`src/rtl/sram_port_arbiter.sv`:
```
// sram_port_arbiter
// Shares one single-port SRAM macro between the instruction-fetch port and
// the load/store data port. At most one access is granted per cycle. The
// granted request drives the SRAM in the same cycle. The read data (or a
// write ack) is routed back to the issuing port one cycle later.
//
// Configuration macro: SRAM_ARB_RR_EN
//   defined   - round-robin arbitration using a 1-bit last-grant pointer
//   undefined - data-over-fetch fixed priority. A pending fetch wins after
//               losing MAX_WAIT consecutive cycles.
//
// Ports
//   clk_i, rst_i              clock, synchronous active-high reset
//   if_valid_i/if_addr_i      fetch request (read-only)
//   if_ready_o                fetch request accepted this cycle
//   if_rsp_valid_o/if_rdata_o fetch response, one cycle after accept
//   d_valid_i/d_we_i/d_addr_i/d_wdata_i/d_wmask_i   data request
//   d_ready_o                 data request accepted this cycle
//   d_rsp_valid_o/d_rdata_o   data response (read data or write ack)
//   sram_*                    SRAM macro interface (csb/web active-low)
module sram_port_arbiter #(
    parameter int unsigned ADDR_W   = 13,
    parameter int unsigned DATA_W   = 32,
    parameter int unsigned MAX_WAIT = 4
) (
    input  logic              clk_i,
    input  logic              rst_i,
    input  logic              if_valid_i,
    input  logic [ADDR_W-1:0] if_addr_i,
    output logic              if_ready_o,
    output logic              if_rsp_valid_o,
    output logic [DATA_W-1:0] if_rdata_o,
    input  logic              d_valid_i,
    input  logic              d_we_i,
    input  logic [ADDR_W-1:0] d_addr_i,
    input  logic [DATA_W-1:0] d_wdata_i,
    input  logic [3:0]        d_wmask_i,
    output logic              d_ready_o,
    output logic              d_rsp_valid_o,
    output logic [DATA_W-1:0] d_rdata_o,
    output logic              sram_csb_o,
    output logic              sram_web_o,
    output logic [ADDR_W-1:0] sram_addr_o,
    output logic [DATA_W-1:0] sram_wdata_o,
    output logic [3:0]        sram_wmask_o,
    input  logic [DATA_W-1:0] sram_rdata_i
);

    localparam int unsigned MASK_W = 4;

    logic grant_if_c;
    logic grant_d_c;
    logic fetch_first_c;   // fetch beats data when both are valid
    logic rsp_pend_q;
    logic rsp_port_q;      // 1 = data port owns the pending response

`ifdef SRAM_ARB_RR_EN
    // Last-grant pointer: 1 = data was granted last. Reset to fetch-last.
    logic last_d_q;

    always_ff @(posedge clk_i) begin
        if (rst_i) begin
            last_d_q <= 1'b0;
        end else if (grant_if_c || grant_d_c) begin
            last_d_q <= grant_d_c;
        end
    end

    assign fetch_first_c = last_d_q;
`else
    localparam int unsigned CNT_W = 4;
    localparam logic [CNT_W-1:0] WAIT_LIMIT = CNT_W'(MAX_WAIT);

    // Consecutive cycles a pending fetch has lost; saturates at the limit.
    logic [CNT_W-1:0] wait_cnt_q;

    always_ff @(posedge clk_i) begin
        if (rst_i) begin
            wait_cnt_q <= '0;
        end else if (!if_valid_i || grant_if_c) begin
            wait_cnt_q <= '0;
        end else if (wait_cnt_q != WAIT_LIMIT) begin
            wait_cnt_q <= wait_cnt_q + CNT_W'(1);
        end
    end

    assign fetch_first_c = (wait_cnt_q == WAIT_LIMIT);
`endif

    // Grant decode; nothing is granted while reset is held.
    assign grant_if_c = !rst_i && if_valid_i && (!d_valid_i || fetch_first_c);
    assign grant_d_c  = !rst_i && d_valid_i && !grant_if_c;

    assign if_ready_o = grant_if_c;
    assign d_ready_o  = grant_d_c;

    // Winner drives the SRAM in the grant cycle; idle bus is parked at zero.
    always_comb begin
        sram_csb_o   = 1'b1;
        sram_web_o   = 1'b1;
        sram_addr_o  = '0;
        sram_wdata_o = '0;
        sram_wmask_o = '0;
        if (grant_d_c) begin
            sram_csb_o   = 1'b0;
            sram_web_o   = !d_we_i;
            sram_addr_o  = d_addr_i;
            sram_wdata_o = d_wdata_i;
            sram_wmask_o = d_wmask_i;
        end else if (grant_if_c) begin
            sram_csb_o   = 1'b0;
            sram_addr_o  = if_addr_i;
            sram_wmask_o = MASK_W'(0);
        end
    end

    // Response tag: remembers which port owns next cycle's SRAM output.
    always_ff @(posedge clk_i) begin
        if (rst_i) begin
            rsp_pend_q <= 1'b0;
            rsp_port_q <= 1'b0;
        end else begin
            rsp_pend_q <= grant_if_c || grant_d_c;
            rsp_port_q <= grant_d_c;
        end
    end

    assign if_rsp_valid_o = !rst_i && rsp_pend_q && !rsp_port_q;
    assign d_rsp_valid_o  = !rst_i && rsp_pend_q && rsp_port_q;
    assign if_rdata_o     = sram_rdata_i;
    assign d_rdata_o      = sram_rdata_i;

endmodule

```
`config.mk`:
```
export PLATFORM = sky130hd
export DESIGN_NAME = sram_port_arbiter
export DESIGN_NICKNAME = d
export VERILOG_FILES = /design/src/rtl/sram_port_arbiter.sv
export SDC_FILE = /design/constraint.sdc
export NUM_CORES = 1
export LEC_CHECK = 0
export ABC_CLOCK_PERIOD_IN_PS = 2300
export CAP_MARGIN = 20
export CORE_AREA = 2 2 85 87
export DETAILED_ROUTE_END_ITERATION = 16
export DIE_AREA = 0 0 87 89
export PLACE_DENSITY = 0.69
export SYNTH_ARGS = -nofsm -noshare
export SYNTH_HDL_FRONTEND = slang
export SYNTH_SLANG_ARGS = --single-unit
```
`constraint.sdc`:
```
create_clock -name clk_i -period 2.3 [get_ports clk_i]
set_input_delay 0.46 -clock clk_i [delete_from_list [all_inputs] [get_ports clk_i]]
set_output_delay 0.46 -clock clk_i [all_outputs]
set_load 0.05 [all_outputs]
```
==> metrics.yaml, run 1 <==
status: "finished clean"
drt_first_pass_iters: 4
ios: 218
max_freq_ghz: 0.453
drive_above_1_share: 0.369
avgSynthCellArea_um2: 7.86
gr-total-overflow: 0
post-route-period-util: 0.960
root_buffer: "clkbuf_8"
cts_sinks: 6
gp_congestion: 0.659
hp-class: "flop to flop"
nets: 320
synthCells: 150
grt_pass1_vias: 1259
yosysWarnings: 0
ys_types: 22
drc: 0
clockBufferDepth: 2
setup_viol: 0
core_um2: 6720
cts_buffers: 3
ys.flop_type: "dfxtp_1"
synth_most_common_cell: "buf_4"
path_cells: "inv_2 -> ha_4 -> nand3b_4 -> buf_6 -> o211a_4 -> a22o_1 -> buf_12"
startpoint_type: "flop"
hold_ws_ps: 477
antenna_cells: 0
regArea_um2: 120
synth_seq_area_share: 0.102
place.port_buffers: 121
yosys.area.top_type: "buf_4"
timing.rr.start: "wait_cnt_q[0]$_SDFFE_PP0P_"
p_total_uw: 825
leakage_uw: 0.00111
worst_path_max_delay_cell: "dfxtp_1"
crit_type: "flop to output port"
synth_area_um2: 1180
track_usage: 0.112
cp-startpoint: "wait_cnt_q[0]$_SDFFE_PP0P_"
antenna_found_initial: 0
postCtsHoldBufs: 0
period_needed_ps: 2210
worst_slew_pin_slew_ps: 389
path_clk_slew_ps: 30
cp.required_ps: 1840
die-area_um2: 7740
ir_worst_vdd_uv: 237
synth_top_cells_by_area: "buf_4 41%, and2_1 19%, dfxtp_1 10%"
cap_violations: 0
area_growth_pct: 131
finalMaxSlewViolations: 0
wl_per_cell_um: 16.2
critPathCaptureType: "output port"
cts_tree: "yes"
synth_edf_count: 0
synth_nets: 251
multi_input_area_um2: 574
ant_nets: 0
vias: 1191
fill_cells: 637
synthDominantCellAreaShare: 0.408
grt_pass1_wl_mm: 6.63
first_iter_violations: 13
grt_max_degree: 26
min_from: "wait_cnt_q[0]$_SDFFE_PP0P_"
hold_violations: 0
core.rowCount: 30
die_h_um: 89
rsz0062_at_grt: "no"
routed_wl_mm: 4.82
synth-seq-cells: 6
start_util: 0.175
h-tree-depth: 1
die_w_um: 87
async_flop_share: 0
worstPathMaxFanout: 7
hpwl_mm: 3.48
slowest_delay_ps: 330
synthTopCellsByCount: "64 x buf_4, 36 x and2_1, 12 x a22o_1"
vias_per_cell: 4.01
slew_headroom: 0.740
clkLatencyLatePin_ps: 220
crit_arrival_ps: 1750
clock-skew-final_ps: 7.14
power_density_nw_per_um2: 303
routing by layer:
layer,global-route usage,share of wire,vias to the layer above
li1,-,-,555
met2,0.214,0.54,103
met1,0.116,0.33,525
met3,0.0416,0.12,8
met5,0,0,-
met4,0.0256,0.0083,0
area by class of cell:
class,instances,share of cell area
Timing Repair Buffer,131,0.684
Multi-Input combinational cell,71,0.211
Sequential cell,6,0.0442
Tap cell,80,0.0368
Clock buffer,3,0.0152
Inverter,6,0.00828
where the power goes:
| part | switching [uW] | leakage, uW | total [uW] | internal (uW) |
|---|---|---|---|---|
| registers | 1.75 | 0.0000491 | 110 | 108 |
| logic | 257 | 0.00104 | 559 | 302 |
| clock network | 43.4 | 0.0000216 | 156 | 112 |
| total | 302 | 0.00111 | 825 | 522 |
cell families after synthesis:
logic type / synth area share
compound gates: 0.144
xor+xnor: 0.0149
buf+inv: 0.466
simple gates: 0.252
flops: 0.102
fa+ha+maj: 0.0212
placed cells by master (no fill, tap or decap):
cell and n:
clkdlybuf4s50_1 63, buf_12 56, and2_1 36, a22o_1 12, nor2_1 6, dfxtp_1 6, buf_4 5, o211a_4 4
inv_2 3, inv_1 3, clkbuf_8 3, buf_6 3, dlygate4sd2_1 2, nand3b_4 1, a211oi_4 1, a22o_4 1
nor3b_1 1, and3_1 1, nand2_1 1, nand4_1 1, xnor2_1 1, nand3_1 1, xor2_1 1, o211a_1 1
ha_4 1, ha_1 1, clkbuf_2 1, buf_8 1
worst max-delay path, delay by kind of cell, from the launching register on:
kind,cells,cell delay (ps)
flip-flops,1,330
AND/OR/NAND/NOR,1,130
adder cells (fa/ha/maj),1,130
buffers and inverters,3,380
AO/OA/AOI/OAI,2,540
sequential cells by signal, indices dropped and copies added, names as in the netlist:
register,flops
wait_cnt_q,4
rsp_port_q,1
rsp_pend_q,1
per-stage QoR:
stage / util / instance area [um^2] / TNS (ps) / instances / setup WS, ps
6_report: 0.405 / 2720 / 0 / 297 / 91.1
5_1_grt: 0.405 / 2720 / 0 / 297 / 3.04
4_1_cts: 0.400 / 2690 / -1610 / 297 / -67.4
3_5_place_dp: 0.383 / 2570 / -4010 / 287 / -103
3_3_place_gp: 0.383 / 2570 / -1930 / 287 / -56.7
2_1_floorplan: - / 1180 / 0 / 150 / 141
worst paths after layout:
path,endpoint,slack [ps],depth (start not counted)
worst min-delay path,wait_cnt_q[0]$_SDFFE_PP0P_,480,1
worst max-delay path,sram_addr_o[12],90,7
worst min register to register,wait_cnt_q[0]$_SDFFE_PP0P_,480,1
worst max register to register,wait_cnt_q[3]$_SDFFE_PP0P_,1060,6
what timing repair did:
action                                  in CTS  in global routing
pin swaps                                   10                  3
cloned                                       3                  0
endpoints found under the setup margin      50                 39
gates resized for setup                     10                  9
buffers inserted                             4                  0
(Power assumes the default switching activity.)
==> inputs of run 2 (changes only) <==
- SLEW_MARGIN: not set -> 40
==> results of run 2 <==
Same layout as run 1: the final DEF is identical, and so are final timing and power.
==> inputs of run 3 (changes only) <==
- ABC_AREA: not set -> 1
- PLACE_DENSITY: 0.69 -> 0.72
- SKIP_LAST_GASP: not set -> 1
==> metrics.yaml, run 3 <==
status: "finished clean"
max_freq_ghz: 0.453  # about the same
setup_viol: 0  # unchanged
seq_power_share: 0.129  # -0.004
path_cells: "inv_1 -> ha_1 -> nand3_2 -> nand2_2 -> nand2_4 -> nand2_2 -> buf_4 -> inv_2 -> nand2_1 -> buf_12"
crit_type: "flop to output port"
post-route-period-util: 0.961  # about the same
clock-skew-final_ps: 0.554  # -6.58 ps
final_common_cell: "clkdlybuf4s50_1"
drt_first_pass_iters: 4  # unchanged
vias_per_cell: 3.97  # -1.0%
p_sw_frac: 0.390  # +0.0238
h-tree-depth: 1  # unchanged
grt_max_degree: 27  # +3.8%
grt_pass1_wl_mm: 6.51  # -1.9%
antenna_found_initial: 0  # unchanged
worst_path_max_delay_cell: "dfxtp_1"
regArea_um2: 120  # unchanged
p_switching_uw: 332  # +10%
drc: 0  # unchanged
gr-total-overflow: 0  # unchanged
p_total_uw: 852  # +3.3%
ys_types: 21  # -4.5%
hold_violations: 0  # unchanged
postCtsHoldBufs: 0  # unchanged
grt_pass1_vias: 1440  # +14%
leakage_uw: 0.00135  # +22%
worstPathMaxFanout: 6  # -1
slowest_delay_ps: 370  # +40 ps
worst_slew_pin_slew_ps: 237  # -152 ps
yosys.area.top_type: "buf_4"
start_util: 0.201  # +0.0261
synthTopCellsByCount: "64 x buf_4, 42 x inv_1, 29 x nand2_1"
slew_headroom: 0.842  # +0.102
nets: 389  # +22%
avgSynthCellArea_um2: 6.10  # -22%
place.port_buffers: 121  # unchanged
cp_common_cell: "nand2_2"
period_needed_ps: 2210  # +0.787 ps
clockBufferDepth: 2  # unchanged
ant_nets: 0  # unchanged
synth_seq_area_share: 0.0887  # -0.0132
root_buffer: "clkbuf_8"
synth_edf_count: 0  # unchanged
cp.required_ps: 1840  # about the same
synth_top_cells_by_area: "buf_4 35%, inv_1 12%, dfxtp_1 8.9%"
power_density_nw_per_um2: 297  # -2.1%
path_clk_slew_ps: 30  # about the same
fill_cells: 656  # +3.0%
p_int_uw: 519  # -0.58%
layout_common_cells: "63 x clkdlybuf4s50_1, 56 x buf_12, 41 x inv_1"
rsz0062_at_grt: "yes"
crit_arrival_ps: 1750  # about the same
die_w_um: 87  # unchanged
critPathCaptureType: "output port"
cap_violations: 0  # unchanged
synthCells: 222  # +48%
critical-path-top-delay-family: "buffers and inverters"
async_flop_share: 0  # unchanged
ys.flop_type: "dfxtp_1"
gp_congestion: 0.679  # +3.0%
cts_tree: "yes"
synth_nets: 323  # +29%
routed_wl_mm: 4.54  # -5.8%
reg_top3: "wait_cnt_q x4, rsp_pend_q x1, rsp_port_q x1"
core.rowCount: 30  # unchanged
yosysWarnings: 0  # unchanged
first_iter_violations: 40  # +27
startpoint_type: "flop"
ir_worst_vdd_uv: 303  # +28%
dp_slack_ps: -3.64  # +99.5 ps
largest_reg_flops: 4  # unchanged
wl_per_cell_um: 12.4  # -24%
clkLatencyLatePin_ps: 220  # about the same
regMostFlops: "wait_cnt_q"
hpwl_mm: 3.84  # +10%
layout_setup_ws_ps: 90.3  # -0.787 ps
drive_above_1_share: 0.413  # +0.0439
cts_sinks: 6  # unchanged
cp_num_buf_inv: 4  # +1
ios: 218  # unchanged
multi_input_area_um2: 556  # -3.3%
combPwrFrac: 0.687  # +0.009
synthDominantCellAreaShare: 0.355  # -0.0527
antenna_cells: 0  # unchanged
die-area_um2: 7740  # unchanged
clock_power_share: 0.184  # -0.005
vias: 1453  # +22%
track_usage: 0.106  # -0.00564
finalMaxSlewViolations: 0  # unchanged
area_growth_pct: 112
synth_area_um2: 1350  # +15%
die_h_um: 89  # unchanged
synth_most_common_cell: "buf_4"
hp-class: "flop to flop"
core_um2: 6720  # unchanged
synth-seq-cells: 6  # unchanged
cts_buffers: 3  # unchanged
-- run 3: cell types whose count changed in the layout (fill, tap and decap cells not counted), moves of 2 or more --
cell	delta
a22o_1	-12
and2_1	-36
buf_4	+4
buf_6	-3
dlymetal6s2s_1	+2
inv_1	+38
inv_2	+2
nand2_1	+27
nand2_2	+4
nand3_1	+14
nor2_2	+36
o211a_4	-4
-- run 3: path summary, 6_finish.rpt --
check                               endpoint  cells past startpoint  slack, ps                       start
setup reg to reg       rsp_port_q$_SDFF_PP0_                      8        980  wait_cnt_q[0]$_SDFFE_PP0P_
setup / recovery                  sram_web_o                     10         90  wait_cnt_q[0]$_SDFFE_PP0P_
hold / removal    wait_cnt_q[0]$_SDFFE_PP0P_                      1        490  wait_cnt_q[0]$_SDFFE_PP0P_
hold reg to reg   wait_cnt_q[0]$_SDFFE_PP0P_                      1        490  wait_cnt_q[0]$_SDFFE_PP0P_
-- run 3: timing repair --
action	CTS	global route
setup endpoints to repair	3	27
pin swaps	0	1
gates resized for setup	3	20
buffers inserted	0	1
gates cloned	0	1
-- run 3: final cells by class --
cell class,count,share of cell area
timing repair buffer,132,0.655
multi-input combinational,99,0.194
inverter,46,0.0602
sequential,6,0.0419
tap,80,0.0349
clock buffer,3,0.0144
-- run 3: layer usage --
metal  GRT usage  up-vias  wire length [um]
met5           0        -                 0
met4      0.0597        0               191
met3      0.0277       27               444
met2       0.205       91              2450
met1       0.102      636              1460
li1            -      699                 -
-- run 3: logic make-up after synthesis --
family,after synthesis,share of synthesized area
buffers and inverters,117,0.540
and+or+nand+nor,93,0.330
DFF,6,0.0887
xor gates and xnor gates,2,0.0129
AOI/OAI and AO/OA,2,0.0102
adders and majority gates,2,0.0185
-- run 3: stage by stage --
stage                     hold WS, ps  cells  setup TNS, ps  utilization  area, um^2
final                             486    366              0        0.427        2870
after global routing              519    366          -21.1        0.427        2870
after CTS                         494    364              0        0.414        2780
after detailed placement          487    361          -7.23        0.407        2740
after global placement            444    361              0        0.407        2740
after floorplan                   430    222              0            -        1350
-- run 3: power by group through the flow --
stage	logic, uW	clock network (uW)	registers (uW)
floorplan	543	0	111
global placement	571	0	111
detailed placement	575	0	111
CTS	578	159	110
global route	612	166	110
finish	585	157	110
